`src/rtl/dmem_arbiter.sv`:
```
// Two-master arbiter for the single-port data memory: burst-limited round-robin grant,
// address/data muxing and read-tag tracking. Define ARB_M0_PRIORITY_EN for m0-priority arbitration.
module dmem_arbiter #(
  parameter int DATAWIDTH  = 32,
  parameter int ADDRWIDTH  = 32,
  parameter int RD_LATENCY = 1,
  parameter int MAX_BURST  = 4
) (
  input  logic                 clk_i,
  input  logic                 rst_i,
  input  logic                 m0_req_i,
  input  logic                 m0_we_i,
  input  logic [ADDRWIDTH-1:0] m0_addr_i,
  input  logic [DATAWIDTH-1:0] m0_wdata_i,
  output logic                 m0_gnt_o,
  output logic                 m0_rvalid_o,
  output logic [DATAWIDTH-1:0] m0_rdata_o,
  input  logic                 m1_req_i,
  input  logic                 m1_we_i,
  input  logic [ADDRWIDTH-1:0] m1_addr_i,
  input  logic [DATAWIDTH-1:0] m1_wdata_i,
  output logic                 m1_gnt_o,
  output logic                 m1_rvalid_o,
  output logic [DATAWIDTH-1:0] m1_rdata_o,
  output logic                 mem_re_o,
  output logic                 mem_we_o,
  output logic [ADDRWIDTH-1:0] mem_addr_o,
  output logic [DATAWIDTH-1:0] mem_wdata_o,
  input  logic [DATAWIDTH-1:0] mem_rdata_i,
  output logic                 busy_o
);

  typedef enum logic [1:0] {IDLE, OWN0, OWN1} state_t;

  localparam logic [3:0] MAX_CNT = 4'(MAX_BURST);

  state_t         state_reg, state_next;
  logic           last_owner_reg, last_owner_next;  // 1 = m1 owned the most recent grant
  logic [3:0]     burst_cnt_reg, burst_cnt_next;
  logic [3:0]     cnt_inc;
  logic           raw_gnt0, raw_gnt1;

  logic [ADDRWIDTH-1:0] addr_hold_reg;
  logic [DATAWIDTH-1:0] wdata_hold_reg;
  logic [DATAWIDTH-1:0] rdata0_hold_reg, rdata1_hold_reg;
  logic [RD_LATENCY-1:0] tag_valid_reg, tag_valid_next;
  logic [RD_LATENCY-1:0] tag_id_reg, tag_id_next;

  logic                 gnt_any;
  logic                 sel_we;
  logic [ADDRWIDTH-1:0] sel_addr;
  logic [DATAWIDTH-1:0] sel_wdata;
  logic                 rsp_valid;

  assign cnt_inc = (burst_cnt_reg >= MAX_CNT) ? burst_cnt_reg : burst_cnt_reg + 4'd1;

  always_comb begin
    raw_gnt0        = 1'b0;
    raw_gnt1        = 1'b0;
    state_next      = IDLE;
    burst_cnt_next  = 4'd0;
    last_owner_next = last_owner_reg;
`ifdef ARB_M0_PRIORITY_EN
    // m0 wins ties; m1 only breaks in once m0 has used up its burst allowance.
    if (m0_req_i && m1_req_i) begin
      if (state_reg == OWN0 && burst_cnt_reg >= MAX_CNT) raw_gnt1 = 1'b1;
      else                                               raw_gnt0 = 1'b1;
    end else begin
      raw_gnt0 = m0_req_i;
      raw_gnt1 = m1_req_i;
    end
`else
    case (state_reg)
      OWN0: begin
        if (m0_req_i && (!m1_req_i || burst_cnt_reg < MAX_CNT)) raw_gnt0 = 1'b1;
        else if (m1_req_i)                                      raw_gnt1 = 1'b1;
      end
      OWN1: begin
        if (m1_req_i && (!m0_req_i || burst_cnt_reg < MAX_CNT)) raw_gnt1 = 1'b1;
        else if (m0_req_i)                                      raw_gnt0 = 1'b1;
      end
      default: begin
        if (m0_req_i && m1_req_i) begin
          raw_gnt0 = last_owner_reg;
          raw_gnt1 = ~last_owner_reg;
        end else begin
          raw_gnt0 = m0_req_i;
          raw_gnt1 = m1_req_i;
        end
      end
    endcase
`endif
    if (raw_gnt0) begin
      state_next      = OWN0;
      last_owner_next = 1'b0;
      burst_cnt_next  = (state_reg == OWN0) ? cnt_inc : 4'd1;
    end else if (raw_gnt1) begin
      state_next      = OWN1;
      last_owner_next = 1'b1;
`ifdef ARB_M0_PRIORITY_EN
      burst_cnt_next  = 4'd0;
`else
      burst_cnt_next  = (state_reg == OWN1) ? cnt_inc : 4'd1;
`endif
    end
  end

  always_ff @(posedge clk_i) begin
    if (!rst_i) begin
      state_reg      <= IDLE;
      last_owner_reg <= 1'b1;
      burst_cnt_reg  <= 4'd0;
      tag_valid_reg  <= '0;
      tag_id_reg     <= '0;
    end else begin
      state_reg      <= state_next;
      last_owner_reg <= last_owner_next;
      burst_cnt_reg  <= burst_cnt_next;
      tag_valid_reg  <= tag_valid_next;
      tag_id_reg     <= tag_id_next;
    end
  end

  // Grants are suppressed while reset is held so nothing issues to dmem.
  assign m0_gnt_o  = raw_gnt0 & rst_i;
  assign m1_gnt_o  = raw_gnt1 & rst_i;
  assign gnt_any   = m0_gnt_o | m1_gnt_o;
  assign sel_we    = m1_gnt_o ? m1_we_i    : m0_we_i;
  assign sel_addr  = m1_gnt_o ? m1_addr_i  : m0_addr_i;
  assign sel_wdata = m1_gnt_o ? m1_wdata_i : m0_wdata_i;

  assign mem_we_o    = gnt_any & sel_we;
  assign mem_re_o    = gnt_any & ~sel_we;
  assign mem_addr_o  = gnt_any ? sel_addr  : addr_hold_reg;
  assign mem_wdata_o = gnt_any ? sel_wdata : wdata_hold_reg;

  genvar gi;
  generate
    for (gi = 0; gi < RD_LATENCY; gi++) begin : g_tag
      if (gi == 0) begin : g_head
        assign tag_valid_next[gi] = mem_re_o;
        assign tag_id_next[gi]    = m1_gnt_o;
      end else begin : g_shift
        assign tag_valid_next[gi] = tag_valid_reg[gi-1];
        assign tag_id_next[gi]    = tag_id_reg[gi-1];
      end
    end
  endgenerate

  // A tag leaving the pipeline while reset is low belongs to a dropped read.
  assign rsp_valid   = tag_valid_reg[RD_LATENCY-1] & rst_i;
  assign m0_rvalid_o = rsp_valid & ~tag_id_reg[RD_LATENCY-1];
  assign m1_rvalid_o = rsp_valid &  tag_id_reg[RD_LATENCY-1];
  assign m0_rdata_o  = m0_rvalid_o ? mem_rdata_i : rdata0_hold_reg;
  assign m1_rdata_o  = m1_rvalid_o ? mem_rdata_i : rdata1_hold_reg;
  assign busy_o      = |tag_valid_reg;

  always_ff @(posedge clk_i) begin
    if (!rst_i) begin
      addr_hold_reg   <= '0;
      wdata_hold_reg  <= '0;
      rdata0_hold_reg <= '0;
      rdata1_hold_reg <= '0;
    end else begin
      if (gnt_any) begin
        addr_hold_reg  <= sel_addr;
        wdata_hold_reg <= sel_wdata;
      end
      if (m0_rvalid_o) rdata0_hold_reg <= mem_rdata_i;
      if (m1_rvalid_o) rdata1_hold_reg <= mem_rdata_i;
    end
  end

endmodule

```
`config.mk`:
```
export PLATFORM = sky130hd
export DESIGN_NAME = dmem_arbiter
export DESIGN_NICKNAME = d
export VERILOG_FILES = /design/src/rtl/dmem_arbiter.sv
export SDC_FILE = /design/constraint.sdc
export NUM_CORES = 1
export LEC_CHECK = 0
export CORE_ASPECT_RATIO = 1.25
export CORE_MARGIN = 2
export CORE_UTILIZATION = 31
export DETAILED_ROUTE_END_ITERATION = 10
export PLACE_DENSITY = 0.65
export SLEW_MARGIN = 15
export SYNTH_ARGS = -nofsm -noshare
export SYNTH_HDL_FRONTEND = slang
export SYNTH_SLANG_ARGS = --single-unit
export TNS_END_PERCENT = 5
```
`constraint.sdc`:
```
create_clock -name clk_i -period 2.4 [get_ports clk_i]
set_clock_uncertainty 0.15 [all_clocks]
set_input_delay 0.48 -clock clk_i [delete_from_list [all_inputs] [get_ports clk_i]]
set_output_delay 0.48 -clock clk_i [all_outputs]
set_load 0.05 [all_outputs]
```
=== Word level (Yosys, flattened, before mapping) ===
Cells that the tools add are included.

* Flip-flop bits (word level): 137
* Latch bits: 0
* RAM bits: 0
* ROM bits: 0
* Bits of input ports: 166
* Output and inout port bits: 135
* Word-level logic and storage cells: 62
* Memories: 0

* Add/sub/neg operators: 1
* $mul: 0
* Div/mod/pow operators: 0
* Magnitude comparators: 2
* Equal/unequal tests: 2
* Shifts and indexed selects: 0
* Mux-type cells: 26
* Bitwise gates (word level): 12
* Reduce and logical (&&, ||, !) cells: 9

{| class="wikitable"
|+ Operator list
! kind !! count
|-
| 2-to-1 mux 32 bit || 6
|-
| 2-to-1 mux 4 bit || 5
|-
| 2-to-1 mux 1 bit || 12
|-
| bitwise AND 1 bit || 7
|-
| adder 4 x 1 -> 4 bit, second input constant || 1
|-
| >= comparator 4 x 3 -> 1 bit, second input constant || 1
|-
| less-than comparator 4 x 3 -> 1 bit, second input constant || 1
|-
| inverter 1 bit || 4
|-
| one-hot mux 1 bit (2 select lines) || 2
|-
| logical AND 1 bit || 3
|-
| == test 2 x 1 -> 1 bit, second input constant || 1
|-
| == test 2 bit, second input constant || 1
|-
| logical NOT 1 bit || 2
|-
| logical OR 1 bit || 2
|-
| 2-to-1 mux 2 bit || 1
|-
| nonzero test 2 bit || 1
|-
| OR reduction 2 bit || 1
|-
| bitwise OR 1 bit || 1
|}

=== Logic depth before layout (Yosys ltp) ===
Gate-level depths: netlist of the first run.

* Depth after elaboration: 9
* Gate-level depth with buffers: 10
* Depth with buffers taken out: 8

=== Least setup slack after synthesis of the first run ===
OpenSTA, ideal clock, no wires.

* Path kind: register -> output
* From: reg state_reg[0]
* To: out mem_addr_o[12]
* Arrival time: 2868 ps
* Data required time: 1770 ps
* Path slack: -1098 ps
* Stages on the path, launching flop included: 9
* Buffers on the path: 1
* Cell sequence: dfxtp_1 -> inv_1 -> ha_1 -> or3b_1 -> a31oi_1 -> o2111ai_2 -> buf_2 -> mux2i_1 -> o21ai_0

* Longest elaborated chain between the ends: 5
* Elaborated cells on any way between the ends: 9
* Those cells by class: 2 x eq/ne; 4 x mux; 3 x bitwise

{| class="wikitable"
|+ Ends and longest elaborated chain
! element !! RTL line !! text
|-
| start, declared || 37 || <nowiki>state_t state_reg, state_next;</nowiki>
|-
| start signal, assigned || 116 || <nowiki>state_reg <= state_next;</nowiki>
|-
| == test 2 bit / == test 2 x 1 -> 1 bit (equally long branches) || 73 || <nowiki>case (state_reg)</nowiki>
|-
| one-hot mux 1 bit (2 select lines) || 73 ||
|-
| bitwise AND 1 bit (on tied branches) || 126, 125 ||
|-
| 2-to-1 mux 32 bit / bitwise OR 1 bit (equally long branches) || 129, 127 ||
|-
| 2-to-1 mux 32 bit * || -- ||
|-
| end, declared || 27 || <nowiki>output logic [ADDRWIDTH-1:0] mem_addr_o,</nowiki>
|}

Every way passes the cells marked *; elsewhere a longest branch is shown, timed or not.

=== Worst setup path after layout of the first run ===
* From: reg state_reg[1]
* To: out mem_addr_o[23]

The elaborated chain is that of the path after synthesis.

==> results.txt, run 1 <==
----------------------------------------------------
[Run status]
  Result of the run ... finished, violations left
  Failing checks ... setup timing

[CTS]
  CTS Root Buffer Type ... sky130_fd_sc_hd__clkbuf_16
  Hold Buf Count CTS ... 0
  Deepest level of the CTS H-tree ... 4
  CTS clk-pin slew, worst paths ... 60 ps
  CTS Buf Count ... 17
  Number of sinks on the clock net ... 137
  TritonCTS clock tree ... yes
  Later-pin clock latency in the skew report ... 410 ps
  Maximum root-to-sink buffer count ... 2

[Logic synthesis]
  Avg Synthesized Cell Area ... 9.430 sq um
  Syn Std Cell Area ... 6573 sq um
  Fraction of synthesis flops using an asynchronous set or reset pin ... 0
  Number of standard cells after synthesis ... 697
  Synthesis Warnings ... 0
  Net count of the mapped netlist ... 866
  Primary flip-flop cell chosen by synthesis mapping ... sky130_fd_sc_hd__dfxtp_1
  Number of synthesized register bits ... around 140
  Count of unique library cells instantiated by Yosys ... 40
  Portion of the post-synthesis area used by sequential elements ... 0.4173
  Number of enable flip-flop cells after synthesis ... 0

[STA]
  RSZ-0062 raised after global routing ... yes
  Number of endpoints with negative hold slack in the final report ... 0
  Hold slack final ... 211.1 ps
  Final WS setup ... -792.9 ps
  Headroom to the max-slew limit ... 0.6346
  Part of the cycle the worst path needs ... 1.330
  Actual transition at the worst max-transition pin ... ~550 ps
  Final setup violation count ... 68
  Min Clock Period, post-route ... around 3200 ps
  Number of pins exceeding their max-slew limit in the final report ... 0
  Maximum clock frequency ... 313.2 MHz

[Detailed routing]
  Via-to-Cell Ratio ... 4.863
  Aggregate routed wire length ... 21,260 um
  Routed length per instance ... around 16 um
  Number of DRC markers after the initial detailed-route iteration ... 254
  Number of iterations in the first detailed-routing pass ... 4
  Vias after detailed routing ... 6,409
  Post-detailed-route DRC marker count ... 0
  Post-route antenna net violation count ... 0

[Global route]
  GRT Resource Usage Total ... 0.1887
  Total overflow reported by the global router ... 0
  Largest net degree at the start of global routing ... 55
  Number of antenna violations at the first check in global routing ... 0
  Number of global-route vias before repair ... about 6.7k
  First-pass GRT wire length ... 33,920 um

[Floorplan]
  Std cell rows ... 59
  Boundary Pins ... about 300
  Die outline height ... roughly 170 um
  Placeable core region ... 20,820 sq um
  Horizontal extent of the die ... 134.2 um
  Initial Utilization ... 0.3157
  Die Outline Area ... around 22,000 sq um

[Worst setup path]
  Crit path kind ... flop to output pin
  Endpoint type of the worst setup path ... output pin
  Required time of the critical path ... 1770 ps
  Maximum net fanout on the critical path ... between 40 and 50
  Arrival @ worst endpoint ... 2560 ps
  Category of the worst setup path launch point ... flop
  Worst reg2reg setup slack ... 80 ps
  Number of cells on the worst reg-to-reg path ... 10

[Finish]
  Fraction of final layout cells with drive strength greater than 1 ... 0.3458
  Area occupied by multi-input gates ... about 3800 sq um
  Fill cell instance count of the final layout ... 1,844
  Final-stage net count ... 1,200
  Final core area utilization ... 0.5787
  Total non-filler cell area in the finished layout ... between 10,000 and 15,000 sq um
  Combined flip-flop and latch cell area ... 2745 sq um
  Number of antenna repair diodes ... 0
  Layout Area Growth over Synthesis ... 83.30%

[Power and ir drop]
  Standby leakage power ... 0.005279 uW
  Pwr per Cell Area ... 701.4 nW/um^2
  Maximum resistive drop on vdd ... 0.4892 mV

[Placement]
  Worst slack at placement ... -728.9 ps
  PortBufs ... 300
  Routability Congestion ... roughly 0.79
  Placed wire-length estimate ... 15,910 um
  Placed Area ... 11,220 sq um

[Flow run]
  Max capacitance violation total ... 0

[Worst hold path]
  Worst Hold Depth ... 2
  HP Class ... input pin to flop

----------------------------------------------------
[report_power, final]
part / switching (uW) / internal, uW / total, uW
sequential: 102 / 2460 / 2570
clock: 1040 / 1650 / 2690
combinational: 1730 / 1470 / 3200
total: 2870 / 5580 / 8450
[timing repair]
item / 4_1_cts / 5_1_grt
pin swaps: 1 / 1
setup buffers: 0 / 0
endpoints found under the setup margin: 98 / 98
resized for setup: 49 / 13
[layer usage]
layer	global-route usage	wire length, um	share of wire
met5	0	0	0
met4	0.07231	520	0.024
met3	0.07062	1835	0.086
met2	0.3336	10700	0.50
met1	0.2025	8201	0.39
[final timing paths]
| check | start | to |
|---|---|---|
| worst max-delay path | state_reg[1] | mem_addr_o[23] |
| worst min-delay path | rst_i | last_owner_reg |
| worst max register to register | state_reg[0] | addr_hold_reg[28] |
| worst min register to register | addr_hold_reg[2] | addr_hold_reg[2] |
[cell families after synthesis]
logic type / synth area share
multiplexers: 0.1553
flip-flops: 0.4173
adder cells (fa/ha/maj): 0.005712
XOR/XNOR: 0.001333
AND/OR/NAND/NOR: 0.1911
buffers and inverters: 0.04074
AO/OA/AOI/OAI: 0.1885
[Yosys cell counts (2+ instances only)]
cell type | n | area [sq um]
sky130_fd_sc_hd__nand3_1 | 3 | 15.01
sky130_fd_sc_hd__o2bb2ai_1 | 10 | 87.58
sky130_fd_sc_hd__nor3_1 | 2 | 10.01
sky130_fd_sc_hd__mux2_2 | 32 | 360.4
sky130_fd_sc_hd__nor2b_1 | 2 | 12.51
sky130_fd_sc_hd__a21oi_1 | 3 | 15.01
sky130_fd_sc_hd__buf_2 | 16 | 80.08
sky130_fd_sc_hd__buf_1 | 5 | 18.77
sky130_fd_sc_hd__nand2_1 | 109 | 409.1
sky130_fd_sc_hd__a31oi_1 | 2 | 12.51
sky130_fd_sc_hd__nor2_1 | 6 | 22.52
sky130_fd_sc_hd__mux2i_1 | 66 | 660.6
sky130_fd_sc_hd__nand3b_1 | 2 | 15.01
sky130_fd_sc_hd__o21ai_0 | 15 | 75.07
sky130_fd_sc_hd__and2_1 | 118 | 738.2
sky130_fd_sc_hd__a221o_1 | 54 | 540.5
sky130_fd_sc_hd__o21bai_1 | 54 | 405.4
sky130_fd_sc_hd__clkbuf_1 | 30 | 112.6
sky130_fd_sc_hd__ha_1 | 3 | 37.54
sky130_fd_sc_hd__inv_1 | 9 | 33.78
sky130_fd_sc_hd__dfxtp_1 | 137 | 2743
[cell type report]
| type | instances | area share |
|---|---|---|
| multi-input combinational | 497 | 0.3187 |
| timing repair buffer | 368 | 0.3719 |
| clock buffer | 20 | 0.03624 |
| clock inverter | 12 | 0.01371 |
| sequential | 137 | 0.2279 |
| inverter | 10 | 0.003116 |
| tap | 274 | 0.02846 |
[stage by stage]
stage,power [uW],setup TNS (ps),cells
after floorplan,4422,-19100,697
after global placement,5663,-73200,1286
after detailed placement,5684,-75310,1286
after CTS,8523,-51860,1318
after global routing,8811,-59150,1318
final,8451,-50860,1318
[cell usage in the layout (no fill, tap or decap), types with 4 or more instances in the layout]
cell type,n
sky130_fd_sc_hd__a221o_1,4
sky130_fd_sc_hd__mux2_2,32
sky130_fd_sc_hd__o2bb2ai_1,10
sky130_fd_sc_hd__nand2_1,104
sky130_fd_sc_hd__o21bai_1,54
sky130_fd_sc_hd__nor2_1,4
sky130_fd_sc_hd__clkbuf_16,17
sky130_fd_sc_hd__buf_4,69
sky130_fd_sc_hd__a221o_2,50
sky130_fd_sc_hd__o21ai_0,4
sky130_fd_sc_hd__inv_1,8
sky130_fd_sc_hd__buf_6,39
sky130_fd_sc_hd__o21ai_4,8
sky130_fd_sc_hd__clkdlybuf4s50_1,165
sky130_fd_sc_hd__dfxtp_1,135
sky130_fd_sc_hd__mux2i_1,63
sky130_fd_sc_hd__buf_12,91
sky130_fd_sc_hd__and2_1,110
sky130_fd_sc_hd__and2_4,8
sky130_fd_sc_hd__nand2_2,5
[worst max-delay path: stages (launching register included)]
cell and delay [ps]:
sky130_fd_sc_hd__dfxtp_2 350, sky130_fd_sc_hd__inv_1 60, sky130_fd_sc_hd__ha_2 230, sky130_fd_sc_hd__inv_1 80, sky130_fd_sc_hd__o311a_1 320, sky130_fd_sc_hd__o21a_4 240, sky130_fd_sc_hd__a211oi_4 220, sky130_fd_sc_hd__buf_12 270
sky130_fd_sc_hd__a221o_2 190, sky130_fd_sc_hd__buf_4 190
(Power assumes the default switching activity.)
==> run 2, diff against run 1 <==
--- a/config.mk
+++ b/config.mk
@@ -10,6 +10,7 @@
 export CORE_UTILIZATION = 31
 export DETAILED_ROUTE_END_ITERATION = 10
 export PLACE_DENSITY = 0.65
+export SETUP_SLACK_MARGIN = 0.02
 export SLEW_MARGIN = 15
 export SYNTH_ARGS = -nofsm -noshare
 export SYNTH_HDL_FRONTEND = slang
==> run 2 against run 1 <==
Compared with the run above:
- final cell count shrank 0.83%
- setup slack lost 8.8 ps
- core utilization grew 0.22 points
- the run still ends with setup timing left
- critical path type unchanged
- global-route usage is essentially flat
- via count shrank 1.8%
==> results.txt, run 2 (synthesis gave the netlist of run 1 again) <==
----------------------------------------------------
[Run status]
  Result of the run ... finished, violations left (unchanged)
  Failing checks ... setup timing (unchanged)

[Floorplan]
  Placeable core region ... 20,820 sq um (unchanged)
  Boundary Pins ... 301 (unchanged)
  Initial Utilization ... 0.3157 (unchanged)
  Die Outline Area ... 22,390 sq um (unchanged)
  Std cell rows ... 59 (unchanged)
  Die outline height ... 166.8 um (unchanged)
  Horizontal extent of the die ... 134.2 um (unchanged)

[Flow run]
  Max capacitance violation total ... 0 (unchanged)

[Detailed routing]
  Number of DRC markers after the initial detailed-route iteration ... 210 (was 254)
  Number of iterations in the first detailed-routing pass ... 4 (unchanged)
  Vias after detailed routing ... 6,295 (was 6,409)
  Post-route antenna net violation count ... 0 (unchanged)
  Via-to-Cell Ratio ... 4.816 (was 4.863)
  Post-detailed-route DRC marker count ... 0 (unchanged)
  Aggregate routed wire length ... 21,620 um (was 21,260 um)
  Routed length per instance ... 16.54 um (was 16.13 um)

[Power and ir drop]
  Maximum resistive drop on vdd ... 0.5145 mV (was 0.4892 mV)
  Standby leakage power ... 0.005280 uW (was 0.005279 uW)
  Power after layout ... 8474 uW (was 8451 uW)
  Pwr per Cell Area ... 700.8 nW/um^2 (was 701.4 nW/um^2)

[STA]
  Final setup violation count ... 68 (unchanged)
  Part of the cycle the worst path needs ... 1.334 (was 1.330)
  Hold slack final ... 214.4 ps (was 211.1 ps)
  Number of endpoints with negative hold slack in the final report ... 0 (unchanged)
  Headroom to the max-slew limit ... 0.6495 (was 0.6346)
  Final WS setup ... -801.8 ps (was -792.9 ps)
  Min Clock Period, post-route ... 3202 ps (was 3193 ps)
  RSZ-0062 raised after global routing ... yes (unchanged)
  Maximum clock frequency ... 312.3 MHz (was 313.2 MHz)
  Actual transition at the worst max-transition pin ... 524.1 ps (was 546.5 ps)
  Number of pins exceeding their max-slew limit in the final report ... 0 (unchanged)

[Placement]
  Placed Area ... 11,160 sq um (was 11,220 sq um)
  PortBufs ... 300 (unchanged)
  Placed wire-length estimate ... 15,840 um (was 15,910 um)
  Routability Congestion ... 0.7828 (was 0.7897)

[Worst setup path]
  Maximum net fanout on the critical path ... 10 (was 41)
  Category of the worst setup path launch point ... flop (unchanged)
  Slowest Stage Delay on Critical Path ... 410 ps (was 350 ps)
  Number of cells on the worst reg-to-reg path ... 9 (was 10)
  Endpoint type of the worst setup path ... output pin (unchanged)
  Required time of the critical path ... 1770 ps (about the same)
  CP cell instances ... inv_2 > ha_4 > or3b_4 > a31oi_4 > a211oi_4 > buf_4 > clkbuf_16 > a221o_2 > buf_6 (was inv_1 > ha_2 > inv_1 > o311a_1 > o21a_4 > a211oi_4 > buf_12 > a221o_2 > buf_4)
  Arrival @ worst endpoint ... 2570 ps (was 2560 ps)
  Crit path kind ... flop to output pin (unchanged)
  Critical-path top delay cell ... sky130_fd_sc_hd__or3b_4 (was sky130_fd_sc_hd__dfxtp_2)

[Finish]
  Final-stage net count ... 1,189 (was 1,200)
  Layout Area Growth over Synthesis ... 83.99% (was 83.30%)
  Fraction of final layout cells with drive strength greater than 1 ... 0.3417 (was 0.3458)
  Total non-filler cell area in the finished layout ... 12,090 sq um (was 12,050 sq um)
  Number of antenna repair diodes ... 0 (unchanged)
  Most frequent cells in the layout ... sky130_fd_sc_hd__clkdlybuf4s50_1 (165), sky130_fd_sc_hd__dfxtp_1 (135), sky130_fd_sc_hd__nand2_1 (109) (was sky130_fd_sc_hd__clkdlybuf4s50_1 (165), sky130_fd_sc_hd__dfxtp_1 (135), sky130_fd_sc_hd__and2_1 (110))
  Leading cell type in the layout, fill and taps excluded ... sky130_fd_sc_hd__clkdlybuf4s50_1 (unchanged)

[Global route]
  Number of global-route vias before repair ... 6,361 (was 6,691)
  Largest net degree at the start of global routing ... 55 (unchanged)
  GRT Resource Usage Total ... 0.1892 (was 0.1887)
  First-pass GRT wire length ... 33,690 um (was 33,920 um)
  Total overflow reported by the global router ... 0 (unchanged)
  Number of antenna violations at the first check in global routing ... 0 (unchanged)

[Worst hold path]
  Worst Hold Depth ... 2 (unchanged)
  HP Class ... input pin to flop (unchanged)

[CTS]
  CTS Buf Count ... 17 (unchanged)
  Number of sinks on the clock net ... 137 (unchanged)
  Deepest level of the CTS H-tree ... 4 (unchanged)
  CTS Root Buffer Type ... sky130_fd_sc_hd__clkbuf_16 (unchanged)
  Maximum root-to-sink buffer count ... 2 (unchanged)
  CTS clk-pin slew, worst paths ... 60 ps (about the same)
  TritonCTS clock tree ... yes (unchanged)
  Hold Buf Count CTS ... 0 (unchanged)
  Later-pin clock latency in the skew report ... 410 ps (about the same)

----------------------------------------------------
-- run 2: per-layer routing --
layer	up-vias	GRT usage	wire length, um
li1	3119	-	-
met1	2933	0.2152	8669
met2	222	0.3261	10820
met3	21	0.07123	1791
met4	0	0.05950	340
met5	-	0	0
-- run 2: layout make-up --
class / instances / area [sq um]
flip-flops and latches: 137 / 2748
inverters: 10 / 37.54
clock buffers: 18 / 429.2
multi-input cells: 497 / 3859
repair buffers: 357 / 4506
well taps: 274 / 342.8
fillers: 1830 / 8725
clock inverters: 14 / 171.4
-- run 2: what timing repair did --
action,4_1_cts,5_1_grt
resized for setup,35,43
pin swaps,1,2
buffers inserted,0,2
hold endpoints to repair,0,0
endpoints found under the setup margin,134,145
gates cloned,0,1
-- run 2: report_power, final --
group	switching (uW)	total [uW]	leakage, uW	internal, uW
Clock	1040	2680	0.000287	1640
Combinational	1740	3230	0.00387	1490
Sequential	98.8	2560	0.00112	2460
-- run 2: worst paths after layout --
kind                      start            endpoint  slack, ps
max reg2reg        state_reg[0]   wdata_hold_reg[1]        110
max                state_reg[0]     mem_wdata_o[21]       -800
min reg2reg  wdata_hold_reg[25]  wdata_hold_reg[25]        310
min                       rst_i      last_owner_reg        210
-- run 2: critical path: cells and delay by family (launching register included) --
| family | cells | cell delay (ps) |
|---|---|---|
| buf+inv | 4 | 540 |
| simple gates | 1 | 410 |
| compound gates | 3 | 740 |
| fa+ha+maj | 1 | 130 |
| flops | 1 | 350 |
-- run 2: stage by stage --
stage	setup TNS [ps]	setup slack [ps]	utilization	instances
floorplan	-19100	-284.2	-	697
finish	-49990	-801.8	0.5809	1307
detailed placement	-71410	-772.9	0.5361	1272
global route	-57930	-913.9	0.5809	1307
CTS	-51870	-817.3	0.5714	1304
global placement	-68020	-767.8	0.5361	1272
==> RTL change (config.mk and constraints of run 1) <==
Add a define of `ARB_M0_PRIORITY_EN`.
--- a/src/rtl/dmem_arbiter.sv
+++ b/src/rtl/dmem_arbiter.sv
@@ -2,2 +2,4 @@
 // address/data muxing and read-tag tracking. Define ARB_M0_PRIORITY_EN for m0-priority arbitration.
+`define ARB_M0_PRIORITY_EN
+
 module dmem_arbiter #(
Function: changed (a bounded check fails within 4 cycles, from zero or initial values and one cycle with rst_i low).
==> RTL change against run 1 <==
The run still ends with setup timing left. Total power fell by 15%. Critical path depth decreased by 2. Area after synthesis shrank 7.6%. Wire length increased by 3.1%. Sequential power down 5%. Final area shrank 3.4%. Sequential cell count down 1. Worst setup slack better by 610 ps. Critical endpoint is now mem_wdata_o[7]. Largest cell class unchanged.
==> RTL change: results (changes against run 1) <==
.. list-table::
   :header-rows: 1

   * - Metric
     - Value
   * - Result of the run
     - complete, but fails checks (unchanged)
   * - Violations in the final reports
     - setup timing (unchanged)
   * - RD Place Congestion
     - 0.815 (was 0.790)
   * - DPL Wire Length
     - 14,500 µm (was 15,900 µm)
   * - Maximum fanout encountered on the critical timing path
     - 13 (was 41)
   * - Clock buffer depth
     - 2 (unchanged)
   * - Number of buffer cells added on primary ports
     - 300 (unchanged)
   * - Fraction of layout cells with a size suffix above 1
     - 35.7% (was 34.6%)
   * - Top cells by instance count after synthesis
     - sky130_fd_sc_hd__dfxtp_1, sky130_fd_sc_hd__a221o_1, sky130_fd_sc_hd__and2_1, sky130_fd_sc_hd__and3_1, sky130_fd_sc_hd__mux2_1 (was sky130_fd_sc_hd__dfxtp_1, sky130_fd_sc_hd__and2_1, sky130_fd_sc_hd__nand2_1, sky130_fd_sc_hd__mux2i_1)
   * - Maximum number of pins on one net before global-route repair
     - 36 (was 55)
   * - Master cell of the clock root buffer
     - sky130_fd_sc_hd__clkbuf_16 (unchanged)
   * - Wirelength, routed
     - 21,900 µm (was 21,300 µm)
   * - Setup TNS
     - -9630 ps (was -50,860 ps)
   * - Gate family responsible for the most delay along the worst path
     - buffers and inverters (was compound AO/OA/AOI/OAI gates)
   * - Via count normalized by instance count
     - 5.08 (was 4.86)
   * - Number of levels in the clock H-tree
     - 4 (unchanged)
   * - Leakage Power
     - 5.10 nW (was 5.28 nW)
   * - Net count of the finished layout
     - 1,095 (was 1,200)
   * - Cells taking the most area after synthesis
     - sky130_fd_sc_hd__dfxtp_1, sky130_fd_sc_hd__a221o_1, sky130_fd_sc_hd__mux2_1 (was sky130_fd_sc_hd__dfxtp_1, sky130_fd_sc_hd__and2_1, sky130_fd_sc_hd__mux2i_1)
   * - Clock insertion delay at the later pin of the skew report
     - 410 ps (about the same)
   * - Placed Instance Area
     - 0.0105 mm² (was 0.0112 mm²)
   * - Data arrival, critical path
     - 1950 ps (was 2560 ps)
   * - Sequential cell area fraction in the yosys report
     - 44.8% (was 41.7%)
   * - Least setup slack across all paths after layout
     - -184 ps (was -793 ps)
   * - Syn_nets
     - 754 (was 866)
   * - Worst IR Drop VDD
     - 440 µV (was 489 µV)
   * - Logic depth of the worst register-to-register path
     - 6 (was 10)
   * - Maximum single-stage delay on the critical path
     - 360 ps
   * - Cell type of the slowest stage on the worst timing path
     - sky130_fd_sc_hd__dfxtp_4 (was sky130_fd_sc_hd__dfxtp_2)
   * - FFs w/ async S/R, synth
     - 0% (unchanged)
   * - Number of distinct library cell variants in the gate-level netlist after synthesis
     - 32 (was 40)
   * - Rel. slew slack
     - 65.5% (was 63.5%)
   * - Vias in the first global route
     - 5,989 (was 6,691)
   * - Antenna violations before repair
     - 2 (was 0)
   * - Depth of the worst hold-timing path
     - 3 (was 2)
   * - Setup-violating endpoint count in the final report
     - 67 (was 68)
   * - First DRT Iteration DRCs
     - 318 (was 254)
   * - Worst slack at placement
     - -327 ps (was -729 ps)
   * - Wire length of the first global-routing pass
     - 32,500 µm (was 33,900 µm)
   * - GRT Util Overall
     - 20.0% (was 18.9%)
## RTL change: routing by layer
| metal | part of all wire [%] | track usage [%] | vias to the layer above |
|---|---|---|---|
| met5 | 0 | 0 | - |
| met4 | 2.2 | 5.93 | 0 |
| met3 | 7.0 | 6.00 | 39 |
| met2 | 49 | 34.1 | 256 |
| met1 | 42 | 24.1 | 2919 |
| li1 | - | - | 2916 |
## RTL change: cells by family after synthesis
logic type / share of synthesized area (%)
AO/OA/AOI/OAI: 18.6
XOR/XNOR: 0.144
adder cells (fa/ha/maj): 0.206
buffers and inverters: 4.78
flip-flops: 44.8
multiplexers: 11.9
AND/OR/NAND/NOR: 19.6
## RTL change: final timing paths
check	start	end	slack (ps)
max reg2reg	state_reg[1]	wdata_hold_reg[22]	540
max	burst_cnt_reg[3]	mem_wdata_o[7]	-180
min reg2reg	addr_hold_reg[30]	addr_hold_reg[30]	320
min	rst_i	state_reg[0]	290
## RTL change: worst register-to-register path: cells and delay by family (launching register included)
kind	cells	cell delay, ps
AOI/OAI and AO/OA	2	460
buffers and inverters	3	590
DFF	1	310
and+or+nand+nor	1	240
## RTL change: timing repair
item / in CTS / in global routing
pin swaps: 16 / 30
resized for setup: 30 / 53
endpoints found under the setup margin: 92 / 68
endpoints found under the hold margin: 0 / 0
cloned: 4 / 2
setup buffers: 3 / 4
## RTL change: area by class of cell
cell class	count	area (µm²)
Clock buffer	19	453
Fill cell	1637	7690
Antenna cell	1	2.50
Inverter	3	11.3
Tap cell	265	332
Timing Repair Buffer	376	4590
Sequential cell	136	2730
Multi-Input combinational cell	394	3400
Clock inverter	12	118
## RTL change: per-stage QoR
stage          power, W  std cells
2_1_floorplan   0.00345        587
3_3_place_gp    0.00454       1163
3_5_place_dp    0.00456       1163
4_1_cts         0.00720       1201
5_1_grt         0.00741       1206
6_report        0.00715       1206
## RTL change: power breakdown
group / switching [W] / leakage, nW / internal, W / total, W
Clock: 0.00105 / 0.286 / 0.00149 / 0.00255
Sequential: 0.0000622 / 1.12 / 0.00238 / 0.00244
Combinational: 0.00106 / 3.70 / 0.00110 / 0.00216
Total: 0.00217 / 5.10 / 0.00498 / 0.00715
